--- config.mk ---
export PLATFORM = sky130hd
export DESIGN_NAME = cast_slice_pipe
export DESIGN_NICKNAME = d
export VERILOG_FILES = /design/src/rtl/cast_slice_pipe.sv
export SDC_FILE = /design/constraint.sdc
export NUM_CORES = 1
export LEC_CHECK = 0
export CAP_MARGIN = 10
export CORE_MARGIN = 4
export CORE_UTILIZATION = 45
export CTS_CLUSTER_SIZE = 8
export DETAILED_ROUTE_END_ITERATION = 8
export PLACE_DENSITY = 0.92
export REMOVE_ABC_BUFFERS = 1
export SETUP_SLACK_MARGIN = 0.2
export SYNTH_ARGS = -nofsm -noshare
export SYNTH_HDL_FRONTEND = slang
export SYNTH_SLANG_ARGS = --single-unit
--- constraint.sdc ---
create_clock -name clk -period 2.5 [get_ports clk]
set_input_delay 0.5 -clock clk [delete_from_list [all_inputs] [get_ports clk]]
set_output_delay 0.5 -clock clk [all_outputs]
set_load 0.02 [all_outputs]
--- src/rtl/cast_slice_pipe.sv ---
// cast_slice_pipe: narrows or widens each lane of a multi-lane bus, with the
// result held in a 2-entry FIFO behind valid/ready handshakes. It also reports
// per-lane clip flags and keeps a saturating count of clipping beats.
module cast_slice_pipe #(
    parameter int IN_W     = 32,
    parameter int OUT_W    = 8,
    parameter int CHANNELS = 2,
    parameter int MODE     = 0
) (
    input  logic                      clk,
    input  logic                      rst_n,
    input  logic                      in_valid,
    output logic                      in_ready,
    input  logic [CHANNELS*IN_W-1:0]  in_data,
    output logic                      out_valid,
    input  logic                      out_ready,
    output logic [CHANNELS*OUT_W-1:0] out_data,
    output logic [CHANNELS-1:0]       out_clip,
    input  logic                      clear_count,
    output logic [15:0]               clip_count
);

    logic [CHANNELS*OUT_W-1:0] w_cast;
    logic [CHANNELS-1:0]       w_clip;

    // Per-lane cast. The lanes are independent, so each lane gets its own slice of logic.
    for (genvar k = 0; k < CHANNELS; k++) begin : g_lane
        logic [IN_W-1:0] w_x;
        assign w_x = in_data[k*IN_W +: IN_W];

        if (OUT_W >= IN_W) begin : g_widen
            if (MODE == 2) begin : g_sext
                logic signed [IN_W-1:0] w_xs;
                assign w_xs = w_x;
                assign w_cast[k*OUT_W +: OUT_W] = OUT_W'(w_xs);
            end else begin : g_zext
                assign w_cast[k*OUT_W +: OUT_W] = OUT_W'(w_x);
            end
            assign w_clip[k] = 1'b0;
        end else begin : g_narrow
            logic [OUT_W-1:0] w_lo;
            assign w_lo = w_x[OUT_W-1:0];

            if (MODE == 0) begin : g_trunc
                assign w_cast[k*OUT_W +: OUT_W] = w_lo;
                assign w_clip[k]                = |w_x[IN_W-1:OUT_W];
            end else if (MODE == 1) begin : g_usat
                logic w_over;
                assign w_over                   = |w_x[IN_W-1:OUT_W];
                assign w_cast[k*OUT_W +: OUT_W] = w_over ? {OUT_W{1'b1}} : w_lo;
                assign w_clip[k]                = w_over;
            end else begin : g_ssat
                // The value fits the signed output range only if every bit from
                // the output's sign position upward equals the input's sign bit.
                localparam logic [OUT_W-1:0] L_MIN_NEG = OUT_W'(1) << (OUT_W - 1);
                logic [IN_W-OUT_W:0] w_top;
                logic                w_fits;
                assign w_top  = w_x[IN_W-1:OUT_W-1];
                assign w_fits = (&w_top) | ~(|w_top);
                assign w_cast[k*OUT_W +: OUT_W] = w_fits      ? w_lo :
                                                  w_x[IN_W-1] ? L_MIN_NEG : ~L_MIN_NEG;
                assign w_clip[k] = ~w_fits;
            end
        end
    end

    logic       w_push;
    logic       w_pop;
    logic       w_clip_event;
    logic [1:0] w_count_nxt;

    logic                      r_in_ready;
    logic                      r_out_valid;
    logic [1:0]                r_count;
    logic                      r_wr_ptr;
    logic                      r_rd_ptr;
    logic [CHANNELS*OUT_W-1:0] r_data [2];
    logic [CHANNELS-1:0]       r_clip [2];
    logic [15:0]               r_clip_count;

    assign w_push       = in_valid & r_in_ready;
    assign w_pop        = r_out_valid & out_ready;
    assign w_clip_event = w_push & (|w_clip);

    // Next occupancy from the push/pop pair. A simultaneous push and pop leave it unchanged.
    always_comb begin
        // NOTE: assign the default first so every path drives the signal and no latch is inferred.
        w_count_nxt = r_count;
        if (w_push && !w_pop) begin
            w_count_nxt = r_count + 2'd1;
        end else if (!w_push && w_pop) begin
            w_count_nxt = r_count - 2'd1;
        end
    end

    // Occupancy, pointers and the registered handshake flags.
    always_ff @(posedge clk or negedge rst_n) begin
        if (!rst_n) begin
            // NOTE: non-blocking assignments keep every register sampling pre-edge values.
            r_count     <= 2'd0;
            r_wr_ptr    <= 1'b0;
            r_rd_ptr    <= 1'b0;
            r_in_ready  <= 1'b1;
            r_out_valid <= 1'b0;
        end else begin
            r_count     <= w_count_nxt;
            r_in_ready  <= (w_count_nxt != 2'd2);
            r_out_valid <= (w_count_nxt != 2'd0);
            if (w_push) begin
                r_wr_ptr <= r_wr_ptr + 1'b1;
            end
            if (w_pop) begin
                r_rd_ptr <= r_rd_ptr + 1'b1;
            end
        end
    end

    // Storage for the two entries. A write happens only on a push.
    always_ff @(posedge clk or negedge rst_n) begin
        if (!rst_n) begin
            // NOTE: the two entries are reset because the head entry drives out_data directly, and out_data must read zero after reset.
            for (int i = 0; i < 2; i++) begin
                r_data[i] <= '0;
                r_clip[i] <= '0;
            end
        end else if (w_push) begin
            r_data[r_wr_ptr] <= w_cast;
            r_clip[r_wr_ptr] <= w_clip;
        end
    end

    // Saturating count of clipping pushes. A clear overrides the previous count.
    always_ff @(posedge clk or negedge rst_n) begin
        if (!rst_n) begin
            r_clip_count <= 16'd0;
        end else if (clear_count) begin
            r_clip_count <= w_clip_event ? 16'd1 : 16'd0;
        end else if (w_clip_event && (r_clip_count != 16'hFFFF)) begin
            r_clip_count <= r_clip_count + 16'd1;
        end
    end

    assign in_ready   = r_in_ready;
    assign out_valid  = r_out_valid;
    assign out_data   = r_data[r_rd_ptr];
    assign out_clip   = r_clip[r_rd_ptr];
    assign clip_count = r_clip_count;

endmodule

==> results of run 1 <==
-- worst max-delay path, cell delays in order, from the launching register on --
cell and delay, ns:
dfrtp_1 0.35, buf_4 0.15, mux2_2 0.34, clkdlybuf4s50_1 0.54
-- stage by stage --
step	instance area (um^2)	setup TNS [ns]
2_1_floorplan	2800	-13.36
3_3_place_gp	4070	0
3_5_place_dp	4070	-0.0460
4_1_cts	4240	0
5_1_grt	4250	0
6_report	4250	0
-- flip-flops by register name, summed over array words and instances, names as in the netlist --
name and count:
r_rd_ptr 1, clip_count 16, in_ready 1, r_data 32
r_count 2, r_clip 4, r_wr_ptr 1, out_valid 1
-- final cells by class --
type / instances / area, um^2 / area share, %
clock buffers: 11 / 151 / 3.56
clock inverters: 3 / 40.0 / 0.941
inverters: 1 / 3.75 / 0.0882
multi-input cells: 174 / 1360 / 31.9
flip-flops and latches: 58 / 1450 / 34.1
well taps: 75 / 93.8 / 2.21
repair buffers: 120 / 1150 / 27.1
-- cell families (layout without fill, tap and decap cells) --
logic type / Yosys count / count (layout) / synth area share (%)
compound gates: 30 / 30 / 6.75
xor+xnor: 4 / 4 / 1.23
fa+ha+maj: 1 / 1 / 0.438
buf+inv: 14 / 135 / 2.06
flops: 58 / 58 / 50.9
mux: 53 / 53 / 20.9
simple gates: 86 / 86 / 17.8
-- metal layers --
| layer | GRT usage [%] | up-vias | share of wire (%) |
|---|---|---|---|
| met2 | 38.7 | 117 | 52 |
| met1 | 23.4 | 1205 | 36 |
| li1 | - | 1161 | - |
| met3 | 6.40 | 16 | 9.6 |
| met5 | 0 | - | 0 |
| met4 | 8.65 | 0 | 2.2 |
-- how the worst max path moves through the flow --
stage / startpoint / endpoint / slack [ns] / cells after the start
after CTS: r_rd_ptr / out_data[1] / 0.26 / 3
final: r_rd_ptr / out_data[2] / 0.29 / 3
after floorplan: in_data[27] / clip_count[5] / -0.99 / 5
after detailed placement: in_data[21] / clip_count[0] / -0.02 / 7
after global placement: in_data[10] / clip_count[6] / 0.05 / 8
after global routing: r_rd_ptr / out_data[9] / 0.21 / 3
-- layout by cell type, fill, tap and decap left out, drive strengths merged, types with 3 or more instances in the layout --
cell           count
or4                8
nand2b             5
nor4              19
mux2              52
or3                5
o21ai              7
nor2               9
dfrtp             57
a21oi             11
o31ai              5
clkbuf            11
nand4             10
buf               17
nand2             16
nor2b              3
dlygate4sd2       13
nand3              5
xnor2              4
clkdlybuf4s50     89
-- timing repair --
action,CTS,global route
hold endpoints to repair,0,0
setup buffers,0,0
resized for setup,13,3
setup endpoints to repair,13,4
-- power by group through the flow --
stage,Combinational [mW],Clock [mW],Sequential [mW]
floorplan,1.10,0,1.52
global placement,1.97,0,1.48
detailed placement,2.02,0,1.52
CTS,1.92,0.861,1.51
global route,2.03,0.915,1.55
finish,1.88,0.847,1.51
==> run_results.csv, run 1 <==
group,metric,value,unit
critical_path,start_kind,"register",
critical_path,reg2reg_depth,7,
floorplan,initial_core_util,47.4,%
critical_path,end_kind,"primary output",
placement,place_ws,-0.0214,ns
final_layout,final_nets,434,
route,ant_nets,0,
clocking,worstSkewPairLatency,0.33,ns
synthesis,netlist_instances,246,
route,dr.pass1.iters,4,
placement,dp_hpwl,5930,um
grt,antenna_found_initial,0,
clocking,clk_pin_slew_worst_paths,0.07,ns
synthesis,synth_flop_cell,"dfrtp_1",
final_layout,drive_above_1_share,25.3,%
critical_path,cp.required,2.00,ns
synthesis,ys_seq_elements,58,
worst_hold_path,worstHoldPathType,"in2async",
final_layout,syn_to_final_growth,49.0,%
route,vias,2499,
power,internal_power,2.82,mW
placement,place_congestion,0.822,
sta,fin_worst_skew,0.00828,ns
critical_path,reg2reg_to,"clip_count[11]",
power,swShare,33.6,%
run_status,status,"complete, no violations",
sta,worst_slew_pin_slew,0.578,ns
sta,fin_crit_sh,88.3,%
clocking,cts_max_level,3,
clocking,cts_buffers,9,
power,power.density,997,nW/um^2
synthesis,synth_top_area_share,50.0,%
synthesis,netlist_area,2860,um^2
power,combinationalPowerShare,44.4,%
route,vias_per_cell,5.65,
placement,portBuffers,104,
power,worst_ir_drop_vdd,0.941,mV
grt,grtUsageTotal,21.4,%
clocking,cts.path.max_buffers,2,
route,drt-wirelength-per-cell,18.1,um
clocking,cts_tree,"done",
synthesis,ys_top_cells_by_area,"dfrtp_1 (50%), mux2_2 (21%), nor4_1 (3.9%)",
grt,grt_pass1_vias,2602,
synthesis,ys_warn_count,0,
final_layout,diodes,0,
sta,slew_viol_final,0,
synthesis,ys_async_sr_fraction,100,%
floorplan,std_cell_rows,28,
power,power,4.24,mW
sta,slew_headroom,61.4,%
power,power.switching,1.43,mW
sta,rsz0062_at_grt,"false",
power,clockPowerShare,20.0,%
clocking,ctsHoldBuffers,0,
grt,grt_overflow,0,
power,sequentialPowerShare,35.6,%
floorplan,chipWidth,87.7,um
final_layout,final_core_util,70.6,%
synthesis,synth_edf_count,0,
grt,grt_max_degree,22,
critical_path,path_class,"reg2out",
critical_path,arrival,1.71,ns
synthesis,synth.distinct_cells,36,
floorplan,die-area,7680,um^2
placement,dp.cells,428,
synthesis,synth.avg_cell_area,11.6,um^2
clocking,cts_root_buffer,"clkbuf_8",
synthesis,synth_commonest_cells,"dfrtp_1 (57), mux2_2 (52), nor4_1 (18)",
sta,hold_viol_final,0,
synthesis,yosysTopAreaCell,"dfrtp_1",
power,leakage,1.73,nW
sta,timing.hold.ws,0.127,ns
floorplan,die_h,87.7,um
critical_path,r2r_start,"clip_count[0]",
final_layout,fin_cells,442,
route,routed_wl,8000,um
critical_path,critPathMaxFanout,6,
flow_run,timing.max_cap.violations,0,
sta,max_freq,0.453,GHz
grt,grt_first_pass_wirelength,12600,um
floorplan,ios,105,
sta,setup_viol_count_final,0,
clocking,cts_sinks,58,
synthesis,yosysSeqAreaShare,50.9,%
route,drt_iter0_drc,129,
final_layout,final.fill_count,462,
sta,final.min_clock_period,2.21,ns
route,drc,0,
critical_path,rrSetupSlack,0.36,ns
floorplan,coreArea,6030,um^2
sta,fin_ws,0.292,ns
synthesis,yosysMostFrequentCell,"dfrtp_1",
(Power assumes the default switching activity.)
==> run 2, diff against run 1 <==
Settings changed: CORE_UTILIZATION 45 to 40, PLACE_DENSITY 0.92 to 0.87.
Clock period 2.5 ns to 1.8 ns, I/O delays scaled along.
==> run_results.csv, run 2 (synthesis gave the netlist of run 1 again) <==
group,metric,value,unit
critical_path,crit_chain,"nand4_4 > or2_4 > or3_4 > or4_4 > a21oi_2",
grt,grt_pass1_vias,2892,
sta,setup_viol_count_final,13,
grt,grtUsageTotal,21.4,%
power,power.density,1320,nW/um^2
critical_path,start_kind,"register",
final_layout,fin_cells,524,
final_layout,final_core_util,75.0,%
sta,fin_worst_skew,0.00414,ns
worst_hold_path,worstHoldPathType,"in2async",
flow_run,timing.max_cap.violations,0,
critical_path,cp.required,2.07,ns
grt,grt_max_degree,59,
grt,grt_first_pass_wirelength,14400,um
floorplan,die_h,92.5,um
clocking,cts_max_level,3,
sta,final.min_clock_period,1.82,ns
floorplan,chipWidth,92.5,um
final_layout,diodes,0,
final_layout,drive_above_1_share,61.2,%
placement,place_congestion,0.830,
sta,timing.hold.ws,0.00657,ns
final_layout,syn_to_final_growth,80.3,%
placement,dp.cells,478,
route,drc,0,
clocking,cts_tree,"done",
critical_path,crit_slowest_cell,"or4_4",
sta,hold_viol_final,0,
clocking,cts.path.max_buffers,2,
sta,slew_viol_final,0,
power,leakage,2.31,nW
sta,slew_headroom,74.8,%
route,drt-wirelength-per-cell,18.6,um
placement,dp_hpwl,5810,um
route,met3WireLength,627,um
grt,antenna_found_initial,0,
critical_path,end_kind,"register",
grt,grt_overflow,0,
clocking,cts_root_buffer,"clkbuf_8",
power,worst_ir_drop_vdd,0.932,mV
clocking,worstSkewPairLatency,0.34,ns
placement,placed_cell_area,4360,um^2
route,wl_met1,3770,um
final_layout,final_nets,493,
sta,fin_ws,-0.0188,ns
route,met2_length,5200,um
floorplan,ios,105,
final_layout,layout.cells.most_common,"dfrtp_1",
final_layout,regMostFlops,"r_data",
route,dr.pass1.iters,4,
critical_path,max_stage_delay,0.43,ns
placement,portBuffers,104,
critical_path,arrival,2.09,ns
clocking,clk_pin_slew_worst_paths,0.06,ns
run_status,status,"finished, violations left",
clocking,cts_sinks,58,
sta,worst_slew_pin_slew,0.376,ns
clocking,cts_buffers,9,
final_layout,final_cell_area,5150,um^2
final_layout,final_cell_mix,"dfrtp_1 (57), buf_4 (50), buf_6 (42)",
route,vias,2796,
critical_path,critPathMaxFanout,5,
placement,place_ws,-0.597,ns
power,power,6.79,mW
route,drt_iter0_drc,131,
floorplan,die-area,8550,um^2
route,ant_nets,0,
critical_path,path_class,"reg2reg",
sta,fin_setup_tns,-0.0613,ns
sta,max_freq,0.550,GHz
route,top_layer_used,"met4",
run_status,violations,"setup timing",
route,routed_wl,9760,um
sta,fin_crit_sh,101,%
route,vias_per_cell,5.34,
floorplan,initial_core_util,41.6,%
final_layout,largest_reg_flops,32,
floorplan,coreArea,6870,um^2
floorplan,std_cell_rows,30,
sta,rsz0062_at_grt,"true",
-- run 2: changes by cell type in the layout (fill, tap and decap cells not counted), sizes merged --
| cell | delta |
|---|---|
| clkbuf | +24 |
| clkdlybuf4s15 | +12 |
| clkdlybuf4s50 | -71 |
| clkinvlp | +2 |
| bufinv | -1 |
| buf | +94 |
| clkinv | +1 |
-- run 2: final timing paths --
path	from	to	slack (ns)	cells past startpoint
min reg2reg	r_clip[1]	r_clip[1]	0.48	2
max in group asynchronous	rst_n	in_ready	1.49	2
max reg2reg	clip_count[3]	clip_count[11]	-0.02	5
min in group clk	r_clip[1]	r_clip[1]	0.48	2
min	rst_n	clip_count[6]	0.007	2
max	clip_count[3]	clip_count[11]	-0.02	5
-- run 2: worst max-delay path: cells and delay by family (launching register included) --
family	cells	cell delay [ns]
and+or+nand+nor	4	1.23
DFF	1	0.41
AOI/OAI and AO/OA	1	0.12
-- run 2: routing by layer --
metal / vias to the layer above / GRT usage [%]
li1: 1283 / -
met1: 1395 / 24.8
met2: 100 / 37.4
met3: 18 / 5.77
met4: 0 / 8.42
met5: - / 0
-- run 2: what timing repair did --
action | 4_1_cts | 5_1_grt
endpoints found under the setup margin | 68 | 72
hold buffers | 0 | 0
hold endpoints to repair | 0 | 0
resized for setup | 275 | 115
pin swaps | 37 | 37
setup buffers | 15 | 11
cloned | 3 | 1
-- run 2: layout make-up --
type	count	area, um^2
clock buffers	11	141
flip-flops and latches	58	1450
clock inverters	5	30.0
inverters	1	3.75
fillers	431	1720
repair buffers	179	1610
multi-input cells	174	1790
well taps	96	120
-- run 2: where the power goes --
group	switching [mW]	internal (mW)
clock network	0.524	0.529
logic	1.52	2.11
registers	0.290	1.82
total	2.33	4.46
